<file path="src/rtl/layer_pkg.sv">
// Shared types and default geometry for the layer output serializer.
package layer_pkg;

  localparam int unsigned DATA_WIDHT = 32;
  localparam int unsigned CHANNEL    = 8;
  localparam int unsigned CH_IDX_W   = $clog2(CHANNEL);

  // One packed input beat: channel k lives in bits [DATA_WIDHT*(k+1)-1 : DATA_WIDHT*k].
  typedef logic [DATA_WIDHT*CHANNEL-1:0] beat_t;

  typedef enum logic {
    StIdle = 1'b0,
    StSend = 1'b1
  } rd_state_e;

endpackage

</file>
<file path="src/rtl/packed_word_fifo.sv">
// Synchronous FIFO of packed beats with a show-ahead head and an occupancy count.
// The caller decides when a write is legal; a write into a full FIFO is only
// honoured when a pop happens on the same edge.
module packed_word_fifo #(
  parameter int unsigned Width = 256,
  parameter int unsigned Depth = 4
) (
  input  logic                     clk_i,
  input  logic                     rst_i,
  input  logic                     wr_en_i,
  input  logic [Width-1:0]         wr_data_i,
  input  logic                     rd_en_i,
  output logic [Width-1:0]         rd_data_o,
  output logic                     full_o,
  output logic                     empty_o,
  output logic [$clog2(Depth):0]   count_o
);

  localparam int unsigned PtrW = $clog2(Depth);
  localparam logic [PtrW:0] FullCnt = (PtrW + 1)'(Depth);

  logic [Width-1:0] mem_q [Depth];
  logic [PtrW-1:0]  wr_ptr_q, wr_ptr_d;
  logic [PtrW-1:0]  rd_ptr_q, rd_ptr_d;
  logic [PtrW:0]    count_q, count_d;
  logic             do_wr, do_rd;

  assign do_rd = rd_en_i && (count_q != '0);
  assign do_wr = wr_en_i && ((count_q != FullCnt) || do_rd);

  // Pointer and occupancy next-state.
  always_comb begin
    wr_ptr_d = wr_ptr_q;
    rd_ptr_d = rd_ptr_q;
    count_d  = count_q;
    if (do_wr) wr_ptr_d = wr_ptr_q + 1'b1;
    if (do_rd) rd_ptr_d = rd_ptr_q + 1'b1;
    unique case ({do_wr, do_rd})
      2'b10:   count_d = count_q + 1'b1;
      2'b01:   count_d = count_q - 1'b1;
      default: count_d = count_q;
    endcase
  end

  // Control state with synchronous reset.
  always_ff @(posedge clk_i) begin
    if (rst_i) begin
      wr_ptr_q <= '0;
      rd_ptr_q <= '0;
      count_q  <= '0;
    end else begin
      wr_ptr_q <= wr_ptr_d;
      rd_ptr_q <= rd_ptr_d;
      count_q  <= count_d;
    end
  end

  // Storage; contents need no reset since reads are qualified by occupancy.
  always_ff @(posedge clk_i) begin
    if (do_wr) mem_q[wr_ptr_q] <= wr_data_i;
  end

  assign rd_data_o = mem_q[rd_ptr_q];
  assign full_o    = (count_q == FullCnt);
  assign empty_o   = (count_q == '0);
  assign count_o   = count_q;

endmodule

</file>
<file path="src/rtl/layer_output_serializer.sv">
// Serializes packed multi-channel beats into one channel word per transfer,
// flagging the last word of each pixel and, optionally, of each frame.
// Optional frame tracking (pixel counter and Frame_Last) is enabled by defining
// LAYER_SER_FRAME_TRACK_EN; otherwise Frame_Last is tied low.
module layer_output_serializer #(
  parameter int unsigned DATA_WIDHT = layer_pkg::DATA_WIDHT,
  parameter int unsigned CHANNEL    = layer_pkg::CHANNEL,
  parameter int unsigned FIFO_DEPTH = 4,
  parameter int unsigned OUT_WIDTH  = 218,
  parameter int unsigned OUT_HEIGHT = 218
) (
  input  logic                          clk,
  input  logic                          rst,
  input  logic [DATA_WIDHT*CHANNEL-1:0] Data_In,
  input  logic                          Valid_In,
  input  logic                          Ready_In,
  output logic [DATA_WIDHT-1:0]         Data_Out,
  output logic [$clog2(CHANNEL)-1:0]    Channel_Out,
  output logic                          Valid_Out,
  output logic                          Pixel_Last,
  output logic                          Frame_Last,
  output logic                          Overflow
);

  import layer_pkg::*;

  localparam int unsigned BeatW  = DATA_WIDHT * CHANNEL;
  localparam int unsigned ChIdxW = $clog2(CHANNEL);
  localparam int unsigned CntW   = $clog2(FIFO_DEPTH) + 1;
  localparam int unsigned NumPix = OUT_WIDTH * OUT_HEIGHT;
  localparam logic [ChIdxW-1:0] LastCh = ChIdxW'(CHANNEL - 1);

  logic             fifo_full, fifo_empty;
  logic [CntW-1:0]  fifo_count;
  logic [BeatW-1:0] head;

  logic wr_accept, pop, xfer, valid, pixel_last;
  logic [DATA_WIDHT-1:0] data_sel;

  rd_state_e state_q, state_d;
  logic [ChIdxW-1:0] ch_q, ch_d;
  logic ovf_q, ovf_d;

  assign valid     = (state_q == StSend) && !fifo_empty;
  assign xfer      = valid && Ready_In;
  assign pop       = xfer && (ch_q == LastCh);
  // A full FIFO still takes a beat when the head leaves on the same edge.
  assign wr_accept = Valid_In && (!fifo_full || pop);

  packed_word_fifo #(
    .Width (BeatW),
    .Depth (FIFO_DEPTH)
  ) u_fifo (
    .clk_i     (clk),
    .rst_i     (rst),
    .wr_en_i   (wr_accept),
    .wr_data_i (Data_In),
    .rd_en_i   (pop),
    .rd_data_o (head),
    .full_o    (fifo_full),
    .empty_o   (fifo_empty),
    .count_o   (fifo_count)
  );

  // Read-control FSM: leave SEND only when the last beat pops with nothing arriving.
  always_comb begin
    state_d = state_q;
    unique case (state_q)
      StIdle:  if (wr_accept) state_d = StSend;
      StSend:  if (pop && !wr_accept && (fifo_count == CntW'(1))) state_d = StIdle;
      default: state_d = StIdle;
    endcase
  end

  // Channel counter and sticky overflow next-state.
  always_comb begin
    ch_d  = ch_q;
    ovf_d = ovf_q | (Valid_In && fifo_full && !pop);
    if (xfer) ch_d = (ch_q == LastCh) ? '0 : ch_q + 1'b1;
  end

  // Read-side state with synchronous reset; reset drops any partial beat.
  always_ff @(posedge clk) begin
    if (rst) begin
      state_q <= StIdle;
      ch_q    <= '0;
      ovf_q   <= 1'b0;
    end else begin
      state_q <= state_d;
      ch_q    <= ch_d;
      ovf_q   <= ovf_d;
    end
  end

  // Select the current channel word out of the head beat.
  always_comb begin
    data_sel = '0;
    for (int k = 0; k < CHANNEL; k++) begin
      if (ch_q == ChIdxW'(k)) data_sel = head[k*DATA_WIDHT +: DATA_WIDHT];
    end
  end

  assign pixel_last  = valid && (ch_q == LastCh);
  assign Valid_Out   = valid;
  assign Data_Out    = valid ? data_sel : '0;
  assign Channel_Out = ch_q;
  assign Pixel_Last  = pixel_last;
  assign Overflow    = ovf_q;

`ifdef LAYER_SER_FRAME_TRACK_EN
  localparam int unsigned PixW = (NumPix > 1) ? $clog2(NumPix) : 1;
  localparam logic [PixW-1:0] LastPix = PixW'(NumPix - 1);

  logic [PixW-1:0] pix_q, pix_d;

  // Pixel counter advances once per popped beat and wraps at the frame size.
  always_comb begin
    pix_d = pix_q;
    if (pop) pix_d = (pix_q == LastPix) ? '0 : pix_q + 1'b1;
  end

  // Pixel counter register.
  always_ff @(posedge clk) begin
    if (rst) pix_q <= '0;
    else     pix_q <= pix_d;
  end

  assign Frame_Last = pixel_last && (pix_q == LastPix);
`else
  logic unused_num_pix;
  assign unused_num_pix = ^NumPix;
  assign Frame_Last     = 1'b0;
`endif

endmodule

</file>
<file path="config.mk">
export PLATFORM = sky130hd
export DESIGN_NAME = layer_output_serializer
export DESIGN_NICKNAME = d
export VERILOG_FILES = /design/src/rtl/layer_pkg.sv /design/src/rtl/packed_word_fifo.sv /design/src/rtl/layer_output_serializer.sv
export SDC_FILE = /design/constraint.sdc
export NUM_CORES = 1
export LEC_CHECK = 0
export CORE_MARGIN = 5
export CORE_UTILIZATION = 23
export CTS_CLUSTER_DIAMETER = 200
export DETAILED_ROUTE_END_ITERATION = 8
export PLACE_DENSITY = 0.41
export SLEW_MARGIN = 20
export SYNTH_ARGS = -nofsm -noshare
export SYNTH_HDL_FRONTEND = slang
export SYNTH_SLANG_ARGS = --single-unit
export TNS_END_PERCENT = 30
</file>
<file path="constraint.sdc">
create_clock -name clk -period 9 [get_ports clk]
set_input_delay 1.35 -clock clk [delete_from_list [all_inputs] [get_ports clk]]
set_output_delay 1.35 -clock clk [all_outputs]
set_load 0.01 [all_outputs]
</file>
Yosys cells after proc, flatten, opt, wreduce, memory -nomap -nowiden. Memory sizes are Yosys's and may differ from the RTL's. A register that Yosys moved wholly into a read port is not among the register bits. Cells that the tools add are included.

$add $sub $neg: 5. $mul: 0. Div/mod/pow operators: 0. $lt $le $gt $ge: 0. Equal/unequal tests: 12. Shift operators: 0. Multiplexer cells: 18. Bitwise operators: 2. Reduce and logical (&&, ||, !) cells: 21.

Operator list (number): 32-bit 2-to-1 mux (9); 3-bit == test, second input constant (5); 1-bit logical AND (11); 3-bit by 1-bit adder with 3-bit output, second input constant (2); 3-bit by 1-bit == test with 1-bit output, second input constant (2); 3-bit by 2-bit == test with 1-bit output, second input constant (2); 3-bit zero test (2); 3-bit case mux with 2 select lines (1); 2-bit by 1-bit adder with 2-bit output, second input constant (2); 1-bit zero test (4); 1-bit 2-to-1 mux (4); 2-bit 2-to-1 mux (2); 3-bit 2-to-1 mux (1); 3-bit inequality test, second input constant (1); 3-bit nonzero test (1); 3-bit by 1-bit subtractor with 3-bit output, second input constant (1); 2-bit by 1-bit == test with 1-bit output, second input constant (1); 2-bit == test, second input constant (1); 1-bit logical OR (2); 1-bit case mux with 2 select lines (1); 2-bit nonzero test (1); 1-bit inverter (1); 1-bit OR (1).

Register bits after elaboration: 12. Latch bits: 0. RAM bits: 1024. Memory bits (read-only): 0. Output and inout bits: 39. Memories: 1.

Memory list: u_fifo.mem_q (depth 4, bits a word 256, read ports 1, clocked after memory_dff 1, wr ports 1, line packed_word_fifo.sv:22) `logic [Width-1:0] mem_q [Depth];`.

Longest topological paths before layout. Gate-level depths: netlist of run 1.

Depth in word-level cells: 12. Depth in mapped cells: 9. Gate-level depth less buffers: 9.

Cells and area by module. Synthesis of run 1 repeated with hierarchy kept, for this count alone.

Cell total of the unflattened synthesis: 1888. Area total of the unflattened synthesis: 40732.8 um2.

Modules (own cells, without submodules): packed_word_fifo (instances 1, cells each 1391, area an instance 37662.4 um2); layer_output_serializer (instances 1, cells each 497, area an instance 3070.4 um2).

Worst setup path before layout of run 1. No wires, ideal clock.

Kind: input-to-reg. From: input port Ready_In. To: memory u_fifo.mem_q[1][0] (enable). Library setup time: 649 ps. Data arrival time: 7739 ps. Path slack: 611 ps. Stages on the path: 3. Path buffers: 0. Path through: nand3_1 > a31oi_1 > and2_1.

Cells in the longest elaborated chain, start to end: 7.

RTL lines: start: declaration (line layer_output_serializer.sv:16) `input logic Ready_In,`; 1-bit logical AND * (line layer_output_serializer.sv:45) `assign xfer = valid && Ready_In;`; 1-bit logical AND * (line layer_output_serializer.sv:46) `assign pop = xfer && (ch_q == LastCh);`; 1-bit logical OR or 1-bit logical AND (tied branches) (line layer_output_serializer.sv:48, packed_word_fifo.sv:28); 1-bit logical AND or 1-bit logical OR (tied branches) (line layer_output_serializer.sv:48, packed_word_fifo.sv:29); 1-bit logical AND * (line packed_word_fifo.sv:29) `assign do_wr = wr_en_i && ((count_q != FullCnt) || do_rd);`; 1-bit 2-to-1 mux * (line packed_word_fifo.sv:60) `if (do_wr) mem_q[wr_ptr_q] <= wr_data_i;`; 1-bit 2-to-1 mux (implied by the code) * (line packed_word_fifo.sv:60); end: declaration (line packed_word_fifo.sv:22).

Mark *: on every way between the ends. The rest lies on a longest branch, timed or not.

==> impl_results.md, run 1 <==
* Status: finished, final reports clean
* Max-cap violation count at 0
* Final setup viols at 0
* DR DRC count at 0
* RR Endpoint: u_fifo.mem_q[1][171]
* Tmin final at approximately 5.9 ns
* Maximum root-to-sink buffer count at 3
* VDD IR max at 0.161 mV
* Fin Hold WS at approximately 0.50 ns
* RSZ-0062 raised after global routing: false
* Post-CTS Hold Fix Bufs at 0
* Max Clk Rate at roughly 170 MHz
* Worst hold stages at 2
* Worst slew pin tran at approximately 1.1 ns
* Arrival @ worst endpoint at 4.52 ns
* CTS tree: done
* WL final at 117,000 um
* RePlAce Congestion at 0.690
* Worst relative slew slack at a little over a quarter
* Period utilization at 65.2%
* Worst R2R Path Depth at 6
* Avg Cell Area, Syn at 22.5 um2
* Synth warnings at 0
* Die W at 427 um
* # H-tree levels at 3
* Vias per cell at 4.27
* Post-CTS Setup Bufs at 0
* Switching Fraction at 21.8%
* Sequential share of the synthesized area at 77.7%
* Cell leakage power at 14.7 nW
* Hold wc startpoint: u_fifo.rd_ptr_q[1]
* Num rows at between 150 and 200
* Count of cell types in the netlist at 41
* Final Max Slew Viols at 0
* Vias in the first global route at between 20,000 and 25,000
* R2R Setup Slk at 4.92 ns
* Global-route wire length before repair at 164,000 um
* Setup WS pre-CTS at roughly 3.6 ns
* Flops & latches, synth at 1,038
* R2r startpoint: Channel_Out[2]
* Final Hold Vio Count at 0
* 1st-iter DRT viols at 1,164
* Initial antenna violation count at 51
* Combinational power share at 6.2%
* Share of cells above drive strength 1 at a little over a fifth
* Sw Pwr at around 2.4 mW
* Syn_nets at just over 2,000
* Crit start category: register
* Synthesized netlist cell count at 1,773
* Routed Antenna Nets at 0
* Clk network pwr share at 41.7%
* Via count at 19,400
* Final Net Count at 2,390
* P&R area growth vs syn at 23.6%
* GR Util All Layers at 12.7%
* IO buf count at 297
* Detailed-router iteration count before antenna repair at 7
* Num CTS Buffers at 117
* CTS root buffer: clkbuf_16
* Internal power at 8.43 mW
* Initial Utilization at between 20% and 30%
* Post-DP HPWL at 73,100 um
* EDFF count, synth at 1,024
* Worst clock skew at 0.0462 ns
* Post-cts sizing count at 0
* Largest cells by area after synthesis: edfxtp_1, mux4_2, mux2i_1
* Setup_tns at 0 ns
* Clock Latency Late Sink at 0.74 ns
* Seq pwr share at a little over half
* Num ports at between 200 and 300
* Cell Area, Synth at 0.0400 mm2
* Pwr Density at around 220 mW/mm2
* HP Class: register to register
* Total grt overflow at 0
* Largest net degree at the start of global routing at approximately 130
* DR WL/cell at 25.8 um
* Die height at about 430 um
* Cell taking the most area after synthesis: edfxtp_1
* Final worst slack at 3.13 ns
* Synth top area share at 77.0%
* Core Util, Final at between 20% and 30%
* Clk sinks at a little over 1,000
* Clk slew on worst S/H paths at 0.06 ns
* Core ar. at around 0.17 mm2
* DIE AREA at 0.182 mm2
* Critical path class: register to output port
* Critical Path RT at 7.65 ns
* Async S/R FF share, synth at 0%
* CP max FO at between 40 and 50
* Main flop type after synthesis: edfxtp_1
* Crit path capture type: output port
-- final cells by class --
cell class / instances / area (um2)
timing repair buffer: 330 / 3350
inverter: 12 / 45.0
tap: 2325 / 2910
multi-input combinational: 616 / 8370
fill: 17100 / 124000
clock buffer: 155 / 3120
sequential: 1038 / 31000
antenna: 10 / 25.0
clock inverter: 59 / 502
-- stage by stage --
| stage | power [mW] | cells | instance area (um2) |
|---|---|---|---|
| after floorplan | 6.07 | 1773 | 40000 |
| after CTS | 11.0 | 4534 | 49300 |
| after global routing | 11.2 | 4541 | 49400 |
| after global placement | 6.39 | 4320 | 45700 |
| final | 10.8 | 4545 | 49400 |
| after detailed placement | 6.42 | 4320 | 45700 |
-- sequential cells by signal (all words and copies together) (netlist names), named ones only --
| name | cells |
|---|---|
| Overflow | 1 |
| u_fifo.wr_ptr_q | 2 |
| u_fifo.mem_q | 1024 |
| u_fifo.rd_ptr_q | 2 |
| u_fifo.count_o | 3 |
| state_q | 1 |
| Channel_Out | 3 |
-- cells by family after synthesis --
| logic type | after synthesis | share of synthesized area, % |
|---|---|---|
| AO/OA/AOI/OAI | 267 | 5.39 |
| XOR/XNOR | 4 | 0.0877 |
| adder cells (fa/ha/maj) | 15 | 0.470 |
| buffers and inverters | 119 | 1.53 |
| flip-flops | 1038 | 77.7 |
| multiplexers | 291 | 14.3 |
| other | 1 | 0.00939 |
| AND/OR/NAND/NOR | 38 | 0.548 |
-- worst max-delay path, cell delays in order (launching register included) --
cell and delay, ns:
dfxtp_4 0.95, buf_4 0.61, mux4_2 0.66, a22o_1 0.27, a2111oi_2 0.49, o31ai_1 0.20, clkdlybuf4s50_1 0.51
-- synth_stat cells (2+ instances only) --
| cell type | n |
|---|---|
| edfxtp_1 | 1024 |
| mux4_2 | 224 |
| mux2i_1 | 67 |
| o22ai_1 | 64 |
| clkbuf_1 | 48 |
| o21ai_0 | 34 |
| a2111oi_2 | 32 |
| a22o_1 | 32 |
| a22oi_1 | 32 |
| a2bb2oi_1 | 32 |
| o31ai_1 | 32 |
| buf_2 | 21 |
| buf_4 | 15 |
| ha_1 | 15 |
| dfxtp_1 | 14 |
| buf_1 | 12 |
| inv_1 | 12 |
| buf_6 | 11 |
| nor2_1 | 10 |
| and2_1 | 7 |
| nand2_1 | 5 |
| a21oi_1 | 4 |
| or3_1 | 3 |
| a41oi_1 | 2 |
| nand3_1 | 2 |
| nand3b_1 | 2 |
| xnor2_1 | 2 |
| xor2_1 | 2 |
-- cells in the final DEF (no fill, tap or decap), types with 3 or more instances in the layout --
cell type,instances
dfxtp_1,12
diode_2,10
a22o_1,32
clkbuf_1,33
a21oi_1,4
ha_1,14
mux2i_1,67
nor2_1,10
clkinv_2,19
mux4_2,224
o22ai_1,64
clkdlybuf4s50_1,297
clkinv_1,26
a2111oi_2,32
o31ai_1,32
edfxtp_1,1024
and2_4,4
inv_1,12
buf_4,23
a2bb2oi_1,32
a22oi_1,32
clkbuf_8,5
clkbuf_16,117
buf_12,9
bufinv_16,5
o21ai_0,34
or3_1,3
-- routing by layer --
metal	vias to the layer above	share of wire, %	global-route usage (%)
met3	228	4.0	2.38
met4	10	2.9	4.04
met2	501	54	23.6
li1	8393	-	-
met5	-	0.059	0
met1	10300	39	14.6
-- power by group through the flow --
stage,combinational [mW],sequential [mW],clock (mW)
floorplan,0.301,5.77,0
global placement,0.685,5.71,0
detailed placement,0.694,5.72,0
CTS,0.697,5.62,4.66
global route,0.721,5.63,4.86
finish,0.670,5.62,4.49
-- worst max-delay path by stage --
stage	start	to	slack, ns	depth (start not counted)
floorplan	Ready_In	u_fifo.mem_q[1][0]	0.61	3
global placement	register	Data_Out[10]	3.55	6
detailed placement	u_fifo.count_o[0]	Data_Out[10]	3.60	7
CTS	Channel_Out[0]	Data_Out[10]	2.74	6
global route	register	Data_Out[24]	2.72	6
finish	register	Data_Out[24]	3.13	6
Note: power is estimated with default switching activity, not from simulation.
==> inputs of run 2 (changes only) <==
--- a/config.mk
+++ b/config.mk
@@ -9,7 +9,7 @@
 export CORE_UTILIZATION = 23
 export CTS_CLUSTER_DIAMETER = 200
 export DETAILED_ROUTE_END_ITERATION = 8
-export PLACE_DENSITY = 0.41
+export PLACE_DENSITY = 0.43
 export SLEW_MARGIN = 20
 export SYNTH_ARGS = -nofsm -noshare
 export SYNTH_HDL_FRONTEND = slang
==> constraint.sdc (replaced) <==
create_clock -name clk -period 4.95 [get_ports clk]
set_input_delay 0.7425 -clock clk [delete_from_list [all_inputs] [get_ports clk]]
set_output_delay 0.7425 -clock clk [all_outputs]
set_load 0.01 [all_outputs]
==> run 2 against run 1 <==
Compared with the run above:
- routed wire length is 0.47% higher
- sequential cell count stayed put
- final cell count is 0.68% higher
- worst setup slack worse by 3.0 ns
- global-route usage hardly changed
- clock-buffer cell count is 25 lower
- largest cell class unchanged
==> impl_results.md, run 2 (same netlist as run 1, synthesis figures left out) <==
* Status: finished, final reports clean (unchanged)
* WL final at 118,000 um (was 117,000 um)
* Final Net Count at 2,422 (was 2,390)
* Global-route wire length before repair at 163,000 um (was 164,000 um)
* Vias per cell at 4.33 (was 4.27)
* Arrival @ worst endpoint at 4.04 ns (was 4.52 ns)
* Cell leakage power at 14.9 nW (was 14.7 nW)
* Die W at 427 um (unchanged)
* Core ar. at 0.173 mm2 (unchanged)
* RePlAce Congestion at 0.721 (was 0.690)
* Post-DP HPWL at 76,900 um (was 73,100 um)
* Final Max Slew Viols at 0 (unchanged)
* Delay-heaviest family, CP: buffers and inverters (unchanged)
* Critical path class: register to output port (unchanged)
* Via count at 19,800 (was 19,400)
* Fin Hold WS at 0.482 ns (was 0.499 ns)
* IO buf count at 297 (unchanged)
* Worst path max stage delay at 0.67 ns (was 0.95 ns)
* HP Class: register to register (unchanged)
* 1st-iter DRT viols at 1,377 (was 1,164)
* Die height at 427 um (unchanged)
* Worst path most repeated cell: ha_1
* Num ports at 299 (unchanged)
* Period utilization at between 90% and 100%
* DIE AREA at 0.182 mm2 (unchanged)
* Crit path capture type: output port (unchanged)
* Max-cap violation count at 0 (unchanged)
* Final setup viols at 0 (unchanged)
* Worst relative slew slack at 41.1% (was 26.3%)
* Number of flip-flops in the largest register at 1,024 (unchanged)
* Final Hold Vio Count at 0 (unchanged)
* CTS tree: done (unchanged)
* RSZ-0062 raised after global routing: false (unchanged)
* Clk slew on worst S/H paths at 0.06 ns (about the same)
* CP max FO at 23 (was 42)
* P&R area growth vs syn at 24.6% (was 23.6%)
* Initial Utilization at 23.1% (unchanged)
* Routed Antenna Nets at 0 (unchanged)
* Clk sinks at 1,038 (unchanged)
* Pwr Density at 393 mW/mm2 (was 218 mW/mm2)
* DR DRC count at 0 (unchanged)
* Setup WS pre-CTS at 0.773 ns (was 3.60 ns)
* Post-CTS Hold Fix Bufs at 0 (unchanged)
* Num CTS Buffers at 112 (was 117)
* DR WL/cell at 25.7 um (was 25.8 um)
* Clock Latency Late Sink at 0.74 ns (about the same)
* Largest net degree at the start of global routing at 71 (was 132)
* CTS root buffer: clkbuf_16 (unchanged)
* Most frequent cells in the layout: edfxtp_1, clkdlybuf4s50_1, mux4_2 (unchanged)
* Most common cell after layout, fill and taps aside: edfxtp_1 (unchanged)
* Crit start category: register (unchanged)
* # H-tree levels at 3 (unchanged)
* Slowest CP cell: clkdlybuf4s50_1 (was dfxtp_4)
* Final worst slack at 0.164 ns (was 3.13 ns)
* Power Total at 19.6 mW (was 10.8 mW)
* GR Util All Layers at 12.7% (about the same)
* Detailed-router iteration count before antenna repair at 5 (was 7)
* VDD IR max at 0.285 mV (was 0.161 mV)
* Worst slew pin tran at 0.884 ns (was 1.11 ns)
* Total grt overflow at 0 (unchanged)
* Cell breakdown of the critical path: ha_1, ha_1, and4b_4, buf_4, o21ai_0, o31ai_1, clkdlybuf4s50_1 (was buf_4, mux4_2, a22o_1, a2111oi_2, o31ai_1, clkdlybuf4s50_1)
* Max Clk Rate at 209 MHz
* Worst clock skew at 0.0542 ns (was 0.0462 ns)
* Maximum root-to-sink buffer count at 3 (unchanged)
* Vias in the first global route at 21,300 (was 21,100)
* Top reg by flops: u_fifo.mem_q (unchanged)
* Share of cells above drive strength 1 at 22.6% (was 20.9%)
* Num rows at 153 (unchanged)
* Buf/Inv on CP at 2 (unchanged)
* Initial antenna violation count at 62 (was 51)
* Critical Path RT at 4.21 ns (was 7.65 ns)
* Tmin final at ~4.8 ns
==> run 2: cell count changes in the layout (fill, tap and decap cells not counted), moves of 2 or more <==
cell,before,now
buf_4,23,45
diode_2,10,13
clkbuf_1,33,17
clkinv_16,2,4
bufinv_16,5,8
clkinvlp_4,0,5
buf_12,9,25
clkinv_2,19,25
clkbuf_16,117,113
clkbuf_8,5,0
==> run 2: routing by layer <==
metal	global-route usage, %	up-vias	routed length [um]
met2	24.0	580	65100
li1	-	8432	-
met4	4.09	14	3270
met1	14.1	10600	43200
met5	0	-	89
met3	2.51	234	6010
==> run 2: worst paths after layout <==
kind	from	end	slack, ns	cells past startpoint
hold / removal	u_fifo.rd_ptr_q[1]	register	0.48	2
setup / recovery	Channel_Out[0]	Data_Out[18]	0.16	7
setup reg to reg	Channel_Out[2]	u_fifo.mem_q[2][54]	1.92	6
hold reg to reg	u_fifo.rd_ptr_q[1]	register	0.48	2
==> run 2: per-stage QoR <==
stage	area (um2)	std cells	utilization [%]	TNS, ns
after floorplan	40000	1773	-	-133.92
after global placement	46200	4358	26.6	0
after detailed placement	46200	4358	26.6	0
after CTS	49800	4563	28.7	0
after global routing	49800	4568	28.7	0
final	49800	4576	28.7	0
==> run 2: report_power, final <==
group	internal (mW)	switching [mW]	leakage [nW]
logic	0.531	0.709	3.60
clock network	4.61	3.49	1.75
registers	10.1	0.0871	9.52
==> run 2: worst register-to-register path, cell delays in order, from the launching register on <==
cell and delay (ns):
dfxtp_1 0.65, ha_1 0.35, nand3_1 0.13, a31oi_1 0.19, buf_4 0.19, and2_4 0.55, buf_12 0.44
==> run 2: layout make-up <==
class / count / area [um2]
fill: 16900 / 123000
multi-input combinational: 616 / 8370
inverter: 12 / 45.0
antenna: 13 / 32.5
timing repair buffer: 367 / 3810
sequential: 1038 / 31000
clock buffer: 130 / 2890
clock inverter: 75 / 701
tap: 2325 / 2910
==> run 2: repair_timing <==
action | 4_1_cts | 5_1_grt
gates resized for setup | 1 | 0
setup endpoints to repair | 1 | 0
hold endpoints to repair | 0 | 0
setup buffers | 0 | 0
==> inputs of run 3 (changes only) <==
--- a/config.mk
+++ b/config.mk
@@ -7,7 +7,6 @@
 export LEC_CHECK = 0
 export CORE_MARGIN = 5
 export CORE_UTILIZATION = 23
-export CTS_CLUSTER_DIAMETER = 200
 export DETAILED_ROUTE_END_ITERATION = 8
 export PLACE_DENSITY = 0.43
 export SLEW_MARGIN = 20
==> results of run 3 <==
No change in the layout: final DEF, timing and power equal those of run 2.
==> RTL edit 1: new RTL, settings of run 1 <==
Change the package constant `DATA_WIDHT` from 32 to 16.
--- a/src/rtl/layer_pkg.sv
+++ b/src/rtl/layer_pkg.sv
@@ -1,7 +1,7 @@
 // Shared types and default geometry for the layer output serializer.
 package layer_pkg;
 
-  localparam int unsigned DATA_WIDHT = 32;
+  localparam int unsigned DATA_WIDHT = 16;
   localparam int unsigned CHANNEL    = 8;
   localparam int unsigned CH_IDX_W   = $clog2(CHANNEL);
 
Ports: changed (resized Data_In and Data_Out); port bits go from 299 to 155. No check against the original RTL was run, so the function may have changed too.
==> RTL edit 1 against run 1 <==
Routed wire length decreased by 52%; via count down 48%; utilization shrank 0.24 points; clock skew shrank 0.024 ns; setup slack better by 0.070 ns; sequential cell count down 512; non-clock buffer count shrank 163; design area decreased by 49%; global-route usage fell by 1.3 points; power fell by 49%; synthesized area fell by 48%; critical path type unchanged; largest cell class unchanged.
==> RTL edit 1: results (changes against run 1) <==
grt_pass1_wl_um: 79260  # -52%
synth_cell_types: 42  # +2.4%
synth_adder_area_share: 0.009087  # +0.004390
status: "finished, final reports clean"
reg2reg_slack_ns: 5.14  # +0.22 ns
io_buffers: 153  # -48%
totalWireLength_um: 55610  # -52%
syn_nets: 1111  # -46%
crit_path_max_incr_delay_ns: 0.82  # -0.13 ns
num-fill-cells: 8792  # -48%
multi_input_gates: 358  # -42%
globalRouteMet1Util: 0.1513  # +0.005547
synth_mux_area_frac: 0.1410  # -0.002018
dp.cells: 2255  # -48%
grt_start_max_net_pins: 72  # -45%
n_all_inverters: 28  # +16
wl_met1_um: 24480  # -46%
cts_buffers: 55  # -53%
grt_util_met2: 0.1824  # -0.05379
largest_reg_flops: 512  # -50%
hold_ws_ns: 0.4985  # -0.0009570 ns
synth_edf_count: 512  # -50%
dp_hpwl_um: 34830  # -52%
synthXorXnorAreaFrac: 0.001696  # +0.0008194
antenna_found_initial: 28  # -45%
dpl-instance-area_um2: 23460  # -49%
cpMaxStageDelayCell: "nand2_1"
seqCellArea_um2: 15660  # -50%
final-nonclk-buf-share: 0.06513  # -0.002796
skew_ns: 0.02187  # -0.02432 ns
vias_per_cell: 4.219  # -1.1%
n_clock_buffer: 67  # -57%
leakagePower_nw: 7.790  # -47%
nFlopsAndLatches: 526  # -49%
[RTL edit 1: cell count changes in the layout (fill, tap and decap cells not counted), sizes merged, moves of 48 or more]
cell	change
clkbuf	-88
clkdlybuf4s50	-144
edfxtp	-512
mux2i	-64
mux4	-112
o22ai	-48
[RTL edit 1: how the worst max path moves through the flow]
stage                         endpoint  cells past startpoint
global placement           Data_Out[6]                      5
CTS                        Data_Out[6]                      5
detailed placement         Data_Out[6]                      5
floorplan           u_fifo.mem_q[0][0]                      3
finish                     Data_Out[6]                      6
global route               Data_Out[6]                      5
[RTL edit 1: report_power, final]
group	internal, mW	total, mW	switching [mW]
registers	2.82	2.84	0.0246
clock network	1.35	2.29	0.938
logic	0.139	0.339	0.199
[RTL edit 1: cell families after synthesis]
group           Yosys count
mux                     147
compound gates          109
simple gates             82
fa+ha+maj                15
buf+inv                  80
xor+xnor                  4
flops                   526
other cells               1
==> RTL edit 2: new RTL, flow settings as in run 1 <==
Without the edit above. Register the output `Overflow` once more, with the module's reset; this adds one clock of latency there. The other outputs are not delayed to match.
--- a/src/rtl/layer_output_serializer.sv
+++ b/src/rtl/layer_output_serializer.sv
@@ -105,7 +105,13 @@
   assign Data_Out    = valid ? data_sel : '0;
   assign Channel_Out = ch_q;
   assign Pixel_Last  = pixel_last;
-  assign Overflow    = ovf_q;
+  always_ff @(posedge clk) begin
+    if (rst) begin
+      Overflow <= '0;
+    end else begin
+      Overflow <= ovf_q;
+    end
+  end
 
 `ifdef LAYER_SER_FRAME_TRACK_EN
   localparam int unsigned PixW = (NumPix > 1) ? $clog2(NumPix) : 1;
Function: no difference found for any inputs over 4 cycles, from zero or initial values and one cycle with rst high; that may be too few to reach the edited logic, so the function may still have changed.
==> RTL edit 2 against run 1 <==
Non-clock buffer count up 12; setup slack got worse by 0.15 ns; critical path type unchanged; power increased by 1.3%; count of clock-buffer cells in the layout down 12; first-iteration DRC count increased by 16%; sequential cell count up 1; register-to-register slack better by 0.11 ns; global-route usage up 0.32 points; synthesized cell count up 0.11%; synthesized area about the same; hold slack worse by 0.018 ns; critical path depth is 1 higher; routed wire length rose by 2.8%; design area grew 0.29%.
==> RTL edit 2: results (changes against run 1) <==
hold_path.class: "flop to flop"
finalSetupViolCount: 0  # unchanged
dp.cells: 4335  # +0.35%
synthXorXnorAreaFrac: 0.0008762  # about the same
status: "finished, final reports clean"
crit_fanout: 33  # -21%
syn_nets: 2050  # +0.098%
n_clock_buffer: 143  # -7.7%
antenna_cells: 7  # -3
ff2ff_path_depth: 7  # +1
place.gp.congestion: 0.7285  # +5.5%
ir_drop_mv: 0.1546  # -4.0%
synthCells: 1775  # +0.11%
crit_path_end: "Data_Out[11]"
grt_pass1_wl_um: 165600  # +1.3%
grt_start_max_net_pins: 117  # -11%
num-fill-cells: 17110  # +0.25%
synth_compound_area_frac: 0.05382  # about the same
relSlewSlack: 0.3396  # +0.07668
cts_buffers: 114  # -2.6%
critPathArrivalTime_ns: 4.67  # +0.15 ns
leakagePower_nw: 14.74  # +0.56%
drtIter0Drc: 1347  # +16%
r2r_end: "u_fifo.mem_q[3][24]"
buffers: 342  # +3.6%
dp_hpwl_um: 76620  # +4.8%
fin_ws_ns: 2.982  # -0.1488 ns
clkCellAreaFrac: 0.07519  # +0.001812
dpl-instance-area_um2: 45770  # +0.17%
multi_input_gates: 617  # +0.16%
nNetsFinal: 2401  # +0.46%
drive_gt1_frac: 0.2169  # +0.007812
synth_adder_area_share: 0.004694  # about the same
dpl_worst_slack_ns: 3.536  # -0.06697 ns
hp-start: "ovf_q"
skew_ns: 0.03813  # -0.008059 ns
hold_ws_ns: 0.4812  # -0.01829 ns
antenna_found_initial: 64  # +25%
sh_seq_area: 0.6273  # -0.001392
final-nonclk-buf-share: 0.06839  # +0.0004631
synth-seq-cells: 1039  # +0.096%
grt_pass1_vias: 21070  # -0.0047%
synth_seq_area_share: 0.7766  # about the same
vias_per_cell: 4.310  # +1.0%
synth_mux_area_frac: 0.1429  # about the same
[RTL edit 2: layer usage]
layer | global-route usage | share of wire | vias up
met1 | 0.1456 | 0.37 | 10420
met2 | 0.2484 | 0.55 | 532
li1 | - | - | 8395
met5 | 0 | 0.00041 | -
met4 | 0.03863 | 0.033 | 8
met3 | 0.02405 | 0.043 | 253
[RTL edit 2: worst max-delay path, stage by stage (launching register included)]
cell,delay [ns]
dfxtp_1,0.64
inv_1,0.15
ha_4,0.47
nand2_2,0.74
buf_4,0.45
o22ai_1,0.12
o31ai_1,0.64
clkdlybuf4s50_1,0.68
[RTL edit 2: cells by family after synthesis]
kind of cell               after synthesis
AOI/OAI and AO/OA                      267
xor gates and xnor gates                 4
adders and majority gates               15
buffers and inverters                  119
DFF                                   1039
muxes                                  291
other                                    1
and+or+nand+nor                         39
[RTL edit 2: report_power, final]
group          internal, mW  switching [mW]
clock                  2.73            1.89
combinational         0.280           0.396
sequential             5.58          0.0465
total                  8.59            2.34
